==> config.mk <==
export PLATFORM = sky130hd
export DESIGN_NAME = mem_data_interface
export DESIGN_NICKNAME = d
export VERILOG_FILES = /design/src/rtl/cpu_mem_pkg.sv /design/src/rtl/mem_wait_timer.sv /design/src/rtl/mem_data_interface.sv
export SDC_FILE = /design/constraint.sdc
export NUM_CORES = 1
export LEC_CHECK = 0
export ABC_CLOCK_PERIOD_IN_PS = 3100
export CAP_MARGIN = 20
export CORE_UTILIZATION = 42
export DETAILED_ROUTE_END_ITERATION = 8
export GPL_TIMING_DRIVEN = 0
export PLACE_DENSITY_LB_ADDON = 0.1
export SETUP_SLACK_MARGIN = 0.15
export SKIP_CTS_REPAIR_TIMING = 1
export SLEW_MARGIN = 10
export SYNTH_ARGS = -nofsm -noshare
export SYNTH_HDL_FRONTEND = slang
export SYNTH_HIERARCHICAL = 1
export SYNTH_SLANG_ARGS = --single-unit
==> constraint.sdc <==
create_clock -name clock -period 3.1 [get_ports clock]
set_clock_uncertainty 0.1 [all_clocks]
set_input_delay 0.93 -clock clock [delete_from_list [all_inputs] [get_ports clock]]
set_output_delay 0.93 -clock clock [all_outputs]
set_load 0.02 [all_outputs]
==> src/rtl/cpu_mem_pkg.sv <==
// Shared definitions for the memory-side datapath: access FSM states,
// default widths and the bus-mux source select used for MDR.
package cpu_mem_pkg;

  localparam int unsigned MEM_DATA_W = 32;
  localparam int unsigned MEM_ADDR_W = 9;

  // Bus multiplexer source select for the MDR output
  localparam logic [4:0] SEL_MDR = 5'd21;

  typedef enum logic [1:0] {
    IDLE    = 2'd0,
    RD_WAIT = 2'd1,
    WR_WAIT = 2'd2,
    DONE    = 2'd3
  } mem_state_t;

endpackage

==> src/rtl/mem_wait_timer.sv <==
// Wait-state counter for memory accesses. Counts enabled cycles from zero
// and flags the last permitted wait cycle (count == TIMEOUT-1).
module mem_wait_timer #(
  parameter int unsigned TIMEOUT = 16
) (
  input  logic clock,
  input  logic reset_n,
  input  logic clear,
  input  logic enable,
  output logic expired
);

  localparam int unsigned CNT_W = $clog2(TIMEOUT);

  logic [CNT_W-1:0] count;

  assign expired = (count == CNT_W'(TIMEOUT - 1));

  // Count wait cycles; holds at the expiry value so it never wraps
  always_ff @(posedge clock or negedge reset_n) begin
    if (!reset_n) begin
      count <= '0;
    end else if (clear) begin
      count <= '0;
    end else if (enable && !expired) begin
      count <= count + CNT_W'(1);
    end
  end

endmodule

==> src/rtl/mem_data_interface.sv <==
// MAR/MDR owner and synchronous-RAM handshake controller. Accesses are
// sequenced by a four-state FSM with ack wait-states and a timeout; all
// outputs come straight from registers.
module mem_data_interface
  import cpu_mem_pkg::*;
#(
  parameter int unsigned DATA_W  = MEM_DATA_W,
  parameter int unsigned ADDR_W  = MEM_ADDR_W,
  parameter int unsigned TIMEOUT = 16
) (
  input  logic              clock,
  input  logic              reset_n,
  input  logic [DATA_W-1:0] BusMuxOut,
  input  logic              MARin,
  input  logic              MDRin,
  input  logic              Read,
  input  logic              Write,
  output logic [DATA_W-1:0] BusMuxIn_MDR,
  output logic [ADDR_W-1:0] mem_addr,
  output logic [DATA_W-1:0] mem_wdata,
  output logic              mem_req,
  output logic              mem_we,
  input  logic [DATA_W-1:0] mem_rdata,
  input  logic              mem_ack,
  output logic              busy,
  output logic              done,
  output logic              mem_err
);

  mem_state_t        state;
  logic [ADDR_W-1:0] mar;
  logic [DATA_W-1:0] mdr;
  logic              waiting;
  logic              timer_clear;
  logic              timer_en;
  logic              expired;

  assign BusMuxIn_MDR = mdr;
  assign mem_wdata    = mdr;
  assign mem_addr     = mar;
  assign busy         = (state != IDLE);

  assign waiting      = (state == RD_WAIT) || (state == WR_WAIT);
  assign timer_clear  = (state == IDLE);
  assign timer_en     = waiting && !mem_ack;

  mem_wait_timer #(
    .TIMEOUT (TIMEOUT)
  ) u_wait_timer (
    .clock   (clock),
    .reset_n (reset_n),
    .clear   (timer_clear),
    .enable  (timer_en),
    .expired (expired)
  );

  // Access FSM with registered handshake outputs; MAR/MDR load only in IDLE
  always_ff @(posedge clock or negedge reset_n) begin
    if (!reset_n) begin
      state   <= IDLE;
      mar     <= '0;
      mdr     <= '0;
      mem_req <= 1'b0;
      mem_we  <= 1'b0;
      done    <= 1'b0;
      mem_err <= 1'b0;
    end else begin
      done <= 1'b0;
      unique case (state)
        IDLE: begin
          if (MARin) mar <= BusMuxOut[ADDR_W-1:0];
          if (MDRin) mdr <= BusMuxOut;
          if (Read) begin
            state   <= RD_WAIT;
            mem_req <= 1'b1;
            mem_we  <= 1'b0;
            mem_err <= 1'b0;
          end else if (Write) begin
            state   <= WR_WAIT;
            mem_req <= 1'b1;
            mem_we  <= 1'b1;
            mem_err <= 1'b0;
          end
        end
        RD_WAIT, WR_WAIT: begin
          // Ack takes priority over a timeout landing on the same edge
          if (mem_ack) begin
            if (state == RD_WAIT) mdr <= mem_rdata;
            state   <= DONE;
            mem_req <= 1'b0;
            done    <= 1'b1;
          end else if (expired) begin
            state   <= DONE;
            mem_req <= 1'b0;
            done    <= 1'b1;
            mem_err <= 1'b1;
          end
        end
        DONE: begin
          state <= IDLE;
        end
        default: begin
          state <= IDLE;
        end
      endcase
    end
  end

endmodule

==> metrics, run 1 <==
status=completed; first-pass GRT wire length=10,780 microns; fin util=69.77%; Mapped Nets=291; total wire length=6398 microns; post-synth top area share=46.15%; NumNets Final=447; die height=83.14 microns; FF-to-FF path depth=5; Sink Count=51; P_leak=1.864 nW; Iteration-0 DRC Markers=58; top post-synthesis cells by area=dfrtp_1 (46%), mux2_2 (29%), buf_4 (9.0%), ha_1 (2.3%), buf_6 (1.6%); min cycle time layout=2714 ps; number of synthesized flops with an enable pin=0; most frequent cell after synthesis=mux2_2; Starting Density=43.55%; root buffer cell=clkbuf_8; synth warn=6; number of library cell types mapped by synthesis=30; initial antenna violation count=0; Worst Path Max Fanout=5; FILL cells=513; cells along the critical path=inv_1 -> ha_1 -> inv_1 -> clkdlybuf4s50_1; DPL Wire Length=4950 microns; Clk pin slew, worst setup/hold paths=80 ps; total number of vias=2,166; Final Slew Violations=0; TritonCTS clock tree=yes; Final Hold Vio Count=0; largest net degree at the start of global routing=28; WP data arrival=1680 ps; H-tree lvl count=2; floorplan row count=29; most used cell, CP=inv_1; IO Count=149; ANT cells=0; WP data required=2070 ps; Clock Tree Buf Depth=2; Tot Pwr=5.488 mW; Layout area overhead=60.23%; power per cell area=1239 nW/um^2; PortBufs=148; max incr delay on CP=590 ps; fraction of layout cells with a size suffix above 1=32.97%; Mapped Area=2765 sq um; fmax=368.4 MHz; Mapped Avg Cell Area=12.86 sq um; Synth area leader=dfrtp_1; RSZ-0062 raised after global routing=no; total grt overflow=0; DRC errors left=0; Tcrit/Tclk final=87.55%; slowest CP cell=clkdlybuf4s50_1; #FFs+latches synth=51; Synth Instances=215; Hold Path Stages=1; Worst VDD drop=0.7344 mV; clk_lat worst skew=300 ps; Die Area=6912 sq um; via/cell ratio=4.846; post-synthesis sequential area ratio=46.15%; core area=6350 sq um; drt pass-1 iters=4; Post-synth top flop=dfrtp_1; top cells by count, synth=mux2_2 (71), dfrtp_1 (51), buf_4 (33), a21oi_1 (7); HP Class=reg2reg; Tot GR Track Use=19.54%; max_cap viols=0; FFs w/ async S/R, synth=100.0%; Final Setup Violations=0; crit path kind=reg2out; RePlAce Congestion=0.7589; Avg WL per Cell=14.31 microns; CTS Buf Count=5; crit end category=output pin; Setup crit start kind=flip-flop; Worst-Margin Slew=595.8 ps; vias in the first global route=2,226; Final ANT Viol Nets=0; die width=83.14 microns; Relative slew margins=60.28%
[critical path: cells and delay by family, from the launching register on]
kind,cells,cell delay [ps]
adder cells (fa/ha/maj),1,240
buffers and inverters,3,750
flip-flops,1,400
[cells by family (layout without fill, tap and decap cells)]
family / count (synthesis) / count (layout) / share of synthesized area (%)
AO/OA/AOI/OAI: 17 / 17 / 3.892
buffers and inverters: 44 / 199 / 11.54
adder cells (fa/ha/maj): 5 / 5 / 2.262
AND/OR/NAND/NOR: 22 / 22 / 5.158
flip-flops: 51 / 51 / 46.15
multiplexers: 76 / 76 / 31.00
[layout by cell type (no fill, tap or decap), types with 2 or more instances in the layout]
| master | synthesis | final |
|---|---|---|
| o21ai_0 | 4 | 4 |
| a2bb2oi_1 | 2 | 2 |
| inv_1 | 5 | 5 |
| buf_6 | 4 | 4 |
| a21oi_1 | 7 | 7 |
| dfrtp_1 | 51 | 51 |
| nand2b_1 | 2 | 2 |
| mux2_2 | 71 | 71 |
| clkdlybuf4s50_1 | 0 | 147 |
| nor2b_1 | 4 | 4 |
| nor2_1 | 4 | 4 |
| clkbuf_1 | 2 | 3 |
| mux2i_1 | 2 | 2 |
| o22ai_1 | 2 | 2 |
| ha_1 | 5 | 5 |
| mux2_1 | 2 | 2 |
| nand2_1 | 2 | 2 |
| buf_4 | 33 | 33 |
| clkbuf_8 | 0 | 5 |
[layer usage]
| metal | GRT usage, % | vias to the layer above | wire length (microns) |
|---|---|---|---|
| met5 | 0 | - | 0 |
| met2 | 33.53 | 88 | 3198 |
| met1 | 24.30 | 1045 | 2643 |
| li1 | - | 1024 | - |
| met4 | 5.799 | 0 | 95 |
| met3 | 4.871 | 9 | 460 |
[area by class of cell]
| type | instances | area (sq um) | area share, % |
|---|---|---|---|
| plain buffers | 39 | 300.3 | 6.778 |
| clock buffers | 6 | 72.57 | 1.638 |
| inverters | 5 | 18.77 | 0.4236 |
| multi-input cells | 120 | 1170 | 26.40 |
| flip-flops and latches | 51 | 1276 | 28.81 |
| well taps | 77 | 96.34 | 2.175 |
| repair buffers | 149 | 1496 | 33.78 |
[final timing paths]
path / startpoint / endpoint / slack [ps]
worst max-delay path: state[1]$_DFFE_PN0P_ / busy / 390
worst min-delay path: mem_addr[2]$_DFFE_PN0P_ / mem_addr[2]$_DFFE_PN0P_ / 410
worst max register to register: state[1]$_DFFE_PN0P_ / BusMuxIn_MDR[27]$_DFFE_PN0P_ / 910
worst min register to register: mem_addr[2]$_DFFE_PN0P_ / mem_addr[2]$_DFFE_PN0P_ / 410
max in group asynchronous: reset_n / BusMuxIn_MDR[3]$_DFFE_PN0P_ / 1810
min in group asynchronous: reset_n / u_wait_timer/count[3]$_DFFE_PN0P_ / 520
[where the power goes]
group	switching [mW]	leakage, nW	internal, mW	total (mW)
combinational	1.64	1.22	2.24	3.88
clock	0.204	0.0371	0.151	0.355
sequential	0.236	0.611	1.02	1.25
total	2.08	1.86	3.41	5.49
[stage by stage]
step / cell area [sq um] / cells / setup slack, ps / hold WS [ps] / TNS (ps)
after floorplan: 2765 / 215 / 1148 / 430.1 / 0
after global routing: 4431 / 447 / 279.6 / 430.3 / 0
after global placement: 4343 / 440 / -580.7 / 387.1 / -29440
final: 4431 / 447 / 385.8 / 408.0 / 0
after CTS: 4431 / 447 / 359.5 / 412.8 / 0
after detailed placement: 4358 / 441 / 431.3 / 390.7 / 0
[registers in the layout, summed over array words and instances (netlist names)]
signal,count
state,2
mem_we,1
BusMuxIn_MDR,32
mem_req,1
u_wait_timer/count,4
mem_err,1
done,1
mem_addr,9
No activity file was read; power rests on OpenSTA's default activity.
==> inputs of run 2 (changes only) <==
--- a/config.mk
+++ b/config.mk
@@ -5,9 +5,10 @@
 export SDC_FILE = /design/constraint.sdc
 export NUM_CORES = 1
 export LEC_CHECK = 0
+export ABC_AREA = 1
 export ABC_CLOCK_PERIOD_IN_PS = 3100
 export CAP_MARGIN = 20
-export CORE_UTILIZATION = 42
+export CORE_UTILIZATION = 43
 export DETAILED_ROUTE_END_ITERATION = 8
 export GPL_TIMING_DRIVEN = 0
 export PLACE_DENSITY_LB_ADDON = 0.1
==> metrics, run 2 <==
Final Setup Violations=0 (unchanged); commonest non-fill, non-tap cell in the layout=nand2_1 (was clkdlybuf4s50_1); min cycle time layout=2732 ps (was 2714 ps); die height=83.35 microns (was 83.14 microns); Tcrit/Tclk final=88.13% (was 87.55%); CP bufs+invs=3 (unchanged); Synth Instances=375 (was 215); first-pass GRT wire length=13,090 microns (was 10,780 microns); max_cap viols=0 (unchanged); FFs w/ async S/R, synth=100.0% (unchanged); fraction of layout cells with a size suffix above 1=12.41% (was 32.97%); crit end category=output pin (unchanged); Synth area leader=dfrtp_1 (unchanged); Mapped Area=2845 sq um (was 2765 sq um); Worst VDD drop=0.6949 mV (was 0.7344 mV); Mapped Avg Cell Area=7.587 sq um (was 12.86 sq um); initial antenna violation count=0 (unchanged); floorplan row count=29 (unchanged); CTS Buf Count=5 (unchanged); Starting Density=44.55% (was 43.55%); setup tns final=0 ps (unchanged); Final Hold Vio Count=0 (unchanged); number of library cell types mapped by synthesis=23 (was 30); Final ANT Viol Nets=0 (unchanged); total grt overflow=0 (unchanged); Mapped Nets=451 (was 291); top post-synthesis cells by area=dfrtp_1 (45%), nand2_1 (22%), buf_4 (10%), nand3_1 (5.1%), o21ai_0 (3.9%) (was dfrtp_1 (46%), mux2_2 (29%), buf_4 (9.0%), ha_1 (2.3%), buf_6 (1.6%)); Worst Path Max Fanout=3 (was 5); IO Count=149 (unchanged); fin util=70.92% (was 69.77%); DPL Wire Length=6050 microns (was 4950 microns); RSZ-0062 raised after global routing=no (unchanged); Clock Tree Buf Depth=2 (unchanged); Avg WL per Cell=12.89 microns (was 14.31 microns); drt pass-1 iters=4 (unchanged); synth warn=6 (unchanged); NumNets Final=607 (was 447); root buffer cell=clkbuf_8 (unchanged); clk_lat worst skew=310 ps (was 300 ps); Tot GR Track Use=23.36% (was 19.54%); TritonCTS clock tree=yes (unchanged); post-synthesis sequential area ratio=44.85% (was 46.15%); P_leak=2.304 nW (was 1.864 nW); cells along the critical path=inv_1 -> ha_1 -> inv_1 -> clkdlybuf4s50_1 (unchanged); WP data arrival=1700 ps (was 1680 ps); status=completed (unchanged); WP data required=2070 ps (about the same); post-synth top area share=44.85% (was 46.15%); total wire length=7851 microns (was 6398 microns); PortBufs=148 (unchanged); DRC errors left=0 (unchanged); Worst-Margin Slew=616.1 ps (was 595.8 ps); most frequent cell after synthesis=nand2_1 (was mux2_2); via/cell ratio=4.773 (was 4.846); slowest CP cell=clkdlybuf4s50_1 (unchanged); largest net degree at the start of global routing=27 (was 28); Layout area overhead=59.19% (was 60.23%); Setup crit start kind=flip-flop (unchanged); power per cell area=1220 nW/um^2 (was 1239 nW/um^2); max FFs per register=32 (unchanged); Die Area=6946 sq um (was 6912 sq um); Sink Count=51 (unchanged); Worst path top cell family by delay=buffers and inverters (unchanged); vias in the first global route=2,730 (was 2,226); fmax=366.0 MHz (was 368.4 MHz); core area=6386 sq um (was 6350 sq um); most used cell, CP=inv_1 (unchanged); H-tree lvl count=2 (unchanged); crit path kind=reg2out (unchanged); Iteration-0 DRC Markers=176 (was 58); Post-synth top flop=dfrtp_1 (unchanged); total number of vias=2,907 (was 2,166); top cells by count, synth=nand2_1 (170), dfrtp_1 (51), buf_4 (38), nand3_1 (29), o21ai_0 (22) (was mux2_2 (71), dfrtp_1 (51), buf_4 (33), a21oi_1 (7)); HP Class=reg2reg (unchanged); Final Slew Violations=0 (unchanged); RePlAce Congestion=0.8458 (was 0.7589); ANT cells=0 (unchanged); Clk pin slew, worst setup/hold paths=100 ps (was 80 ps); number of synthesized flops with an enable pin=0 (unchanged); die width=83.35 microns (was 83.14 microns); max incr delay on CP=600 ps (was 590 ps); commonest non-fill, non-tap cells in the layout=nand2_1 (170), clkdlybuf4s50_1 (147), dfrtp_1 (51), buf_4 (38), nand3_1 (29) (was clkdlybuf4s50_1 (147), mux2_2 (71), dfrtp_1 (51), buf_4 (33), a21oi_1 (7)); #FFs+latches synth=51 (unchanged); Relative slew margins=58.93% (was 60.28%)
## run 2: cell type report
class	count	area (sq um)
Clock inverter	3	22.52
Tap cell	77	96.34
Sequential cell	51	1276
Fill cell	538	1857
Clock buffer	5	68.82
Timing Repair Buffer	149	1496
Inverter	24	92.59
Buffer	48	346.6
Multi-Input combinational cell	252	1130
## run 2: logic make-up (layout without fill, tap and decap cells)
kind of cell,count (synthesis),count (layout),synth area share [%]
and+or+nand+nor,211,211,30.34
AOI/OAI and AO/OA,35,35,6.861
xor gates and xnor gates,1,1,0.3079
adders and majority gates,5,5,2.199
DFF,51,51,44.85
buffers and inverters,72,229,15.44
## run 2: worst min-delay path: stages (launching register included)
cell and delay, ps:
dfrtp_1 360, nand2_1 50, o21ai_0 60
## run 2: final timing paths
kind | start | end | slack [ps] | depth (start not counted)
min in group asynchronous | reset_n | BusMuxIn_MDR[17]$_DFFE_PN0P_ | 510 | 1
min reg2reg | mem_addr[0]$_DFFE_PN0P_ | mem_addr[0]$_DFFE_PN0P_ | 400 | 2
max reg2reg | state[0]$_DFFE_PN0P_ | u_wait_timer/count[3]$_DFFE_PN0P_ | 1240 | 11
min | mem_addr[0]$_DFFE_PN0P_ | mem_addr[0]$_DFFE_PN0P_ | 400 | 2
max | state[0]$_DFFE_PN0P_ | busy | 370 | 4
max in group asynchronous | reset_n | u_wait_timer/count[0]$_DFFE_PN0P_ | 1830 | 2
## run 2: per-stage QoR
stage / hold slack (ps) / total power [mW] / area, sq um / worst slack [ps] / cells
floorplan: 374.6 / 3.640 / 2845 / 1288 / 375
CTS: 397.8 / 5.565 / 4529 / 355.8 / 609
finish: 395.4 / 5.526 / 4529 / 368.0 / 609
global route: 425.5 / 5.973 / 4529 / 296.3 / 609
global placement: 370.0 / 5.043 / 4423 / -599.4 / 600
detailed placement: 373.1 / 5.148 / 4438 / 721.5 / 601
## run 2: where the power goes
part	leakage (nW)	internal (mW)	switching, mW
clock network	0.0489	0.164	0.249
registers	0.640	0.989	0.229
logic	1.62	1.77	2.13
## run 2: per-layer routing
metal	GRT usage, %	routed length, microns
met5	0	0
met4	6.740	101
met3	3.877	440
met2	41.28	4057
met1	29.30	3253
==> inputs of run 3 (changes only) <==
--- a/config.mk
+++ b/config.mk
@@ -11,6 +11,7 @@
 export CORE_UTILIZATION = 43
 export DETAILED_ROUTE_END_ITERATION = 8
 export GPL_TIMING_DRIVEN = 0
+export HOLD_SLACK_MARGIN = 0.1
 export PLACE_DENSITY_LB_ADDON = 0.1
 export SETUP_SLACK_MARGIN = 0.15
 export SKIP_CTS_REPAIR_TIMING = 1
==> results of run 3 <==
The final DEF is identical to that of run 2; final timing and power are the same.
==> variant, RTL diff (flow settings as in run 2) <==
`TIMEOUT` is set to 16 in 2 places; all go to 32.
--- a/src/rtl/mem_wait_timer.sv
+++ b/src/rtl/mem_wait_timer.sv
@@ -3,3 +3,3 @@
 module mem_wait_timer #(
-  parameter int unsigned TIMEOUT = 16
+  parameter int unsigned TIMEOUT = 32
 ) (
--- a/src/rtl/mem_data_interface.sv
+++ b/src/rtl/mem_data_interface.sv
@@ -8,3 +8,3 @@
   parameter int unsigned ADDR_W  = MEM_ADDR_W,
-  parameter int unsigned TIMEOUT = 16
+  parameter int unsigned TIMEOUT = 32
 ) (
Behaviour: same outputs for any inputs over 10 cycles, from zero or initial values and one cycle with reset_n low; that may be too few to reach the edited logic, so the function may still have changed.
==> variant against run 2 <==
- the flow now finishes with violations (DRC)
- worst setup slack got worse by 0.037 ns
- area after synthesis increased by 1.4%
- sequential cell count increased by 1
- routed wire length up 1.3%
- cell area rose by 1.3%
- power grew 0.99%
- utilization is 0.51 points higher
==> variant: results (changes against run 2) <==
The reported net switching power is 0.00258 W (was 0.00261 W). The maximum ir drop on the vdd rail was 0.678 mV (was 0.695 mV). The worst-case hold path end point was mem_req$_DFFE_PN0P_ (was mem_addr[0]$_DFFE_PN0P_).

The mean cell area of the mapped netlist came out at 7.57 sq um (was 7.59 sq um). The number of global-route vias before repair came out at 2713 (was 2730). Commonest cells post-synth: sky130_fd_sc_hd__nand2_1 (169), sky130_fd_sc_hd__dfrtp_1 (52), sky130_fd_sc_hd__buf_4 (38) (was sky130_fd_sc_hd__nand2_1 (170), sky130_fd_sc_hd__dfrtp_1 (51), sky130_fd_sc_hd__buf_4 (38)).

The reported leakage power came out at 2.31 nW (was 2.30 nW). Top cells by area in the synthesized netlist: sky130_fd_sc_hd__dfrtp_1 (45%), sky130_fd_sc_hd__nand2_1 (22%), sky130_fd_sc_hd__buf_4 (9.9%) (was sky130_fd_sc_hd__dfrtp_1 (45%), sky130_fd_sc_hd__nand2_1 (22%), sky130_fd_sc_hd__buf_4 (10%)). The distinct cell type count after synthesis is 21 (was 23). The worst hold margin came out at 0.387 ns (was 0.395 ns). The sequential-to-total area share from yosys stat is 0.451 (was 0.449). The residual DRC count was 22 (was 0). The critical path data arrival time is 1.74 ns (was 1.70 ns).

The checks that failed: DRC. The total vias in the final route is 2916 (was 2907). The startpoint of the worst hold path was mem_req$_DFFE_PN0P_ (was mem_addr[0]$_DFFE_PN0P_). The proportion of power drawn by flip-flops and latches is 0.218 (was 0.220). The largest net degree at the start of global routing is 36 (was 27). The wire length of the first global-routing pass came out at 12800 microns (was 13100 microns). Run status: complete, but fails checks (was finished, final reports clean).

The final-layout non-clock buffer area share is 0.402 (was 0.407). The filler cell count came out at 533 (was 538). The first-pass iteration count of the detailed router is 8 (was 4).

The area used by sequential logic in the layout came to 1300 sq um (was 1280 sq um). The number of multi-input combinational cells came out at 257 (was 252). The number of storage elements in the synthesis netlist is 52 (was 51). The all-layer global routing usage is 0.230 (was 0.234). The final weighted congestion in routability-driven placement is 0.824 (was 0.846). The headroom to the max-slew limit came to 0.706 (was 0.589). The overall power after layout came out at 0.00558 W (was 0.00553 W).

The average via count per standard cell is 4.74 (was 4.77).
variant: changes by cell type in the layout (fill, tap and decap cells not counted), moves of 2 or more:
| cell | run 2 | this run |
|---|---|---|
| sky130_fd_sc_hd__nand2_2 | 0 | 2 |
| sky130_fd_sc_hd__nor2_1 | 6 | 14 |
| sky130_fd_sc_hd__inv_6 | 2 | 0 |
| sky130_fd_sc_hd__nand3_1 | 29 | 26 |
| sky130_fd_sc_hd__nand4_1 | 2 | 0 |
variant: worst max path at each step:
stage                               startpoint                      endpoint  slack [ns]
final                     state[0]$_DFFE_PN0P_                          busy        0.33
after global routing      state[0]$_DFFE_PN0P_                          busy        0.21
after CTS                 state[0]$_DFFE_PN0P_                          busy        0.31
after detailed placement  state[0]$_DFFE_PN0P_                          busy        0.67
after global placement                 reset_n  BusMuxIn_MDR[17]$_DFFE_PN0P_       -0.62
after floorplan           state[0]$_DFFE_PN0P_                          busy        1.29
variant: kinds of logic after synthesis:
group,share of synthesized area
AOI/OAI and AO/OA,0.0712
adders and majority gates,0.0260
buffers and inverters,0.152
and+or+nand+nor,0.299
DFF,0.451
variant: metrics by stage:
step | TNS [ns] | utilization | setup slack [ns]
floorplan | 0 | - | 1.29
global placement | -32.22 | 0.695 | -0.623
detailed placement | 0 | 0.697 | 0.668
CTS | 0 | 0.714 | 0.310
global route | 0 | 0.714 | 0.215
finish | 0 | 0.714 | 0.331
variant: worst max-delay path, delay by kind of cell, from the launching register on:
kind | cells | cell delay (ns)
adder cells (fa/ha/maj) | 1 | 0.26
buffers and inverters | 3 | 0.78
flip-flops | 1 | 0.40
variant: routing by layer:
metal / global-route usage / wire, microns / up-vias
li1: - / - / 1455
met1: 0.274 / 3280 / 1350
met2: 0.404 / 4040 / 100
met3: 0.0554 / 490 / 11
met4: 0.0784 / 146 / 0
met5: 0 / 0 / -
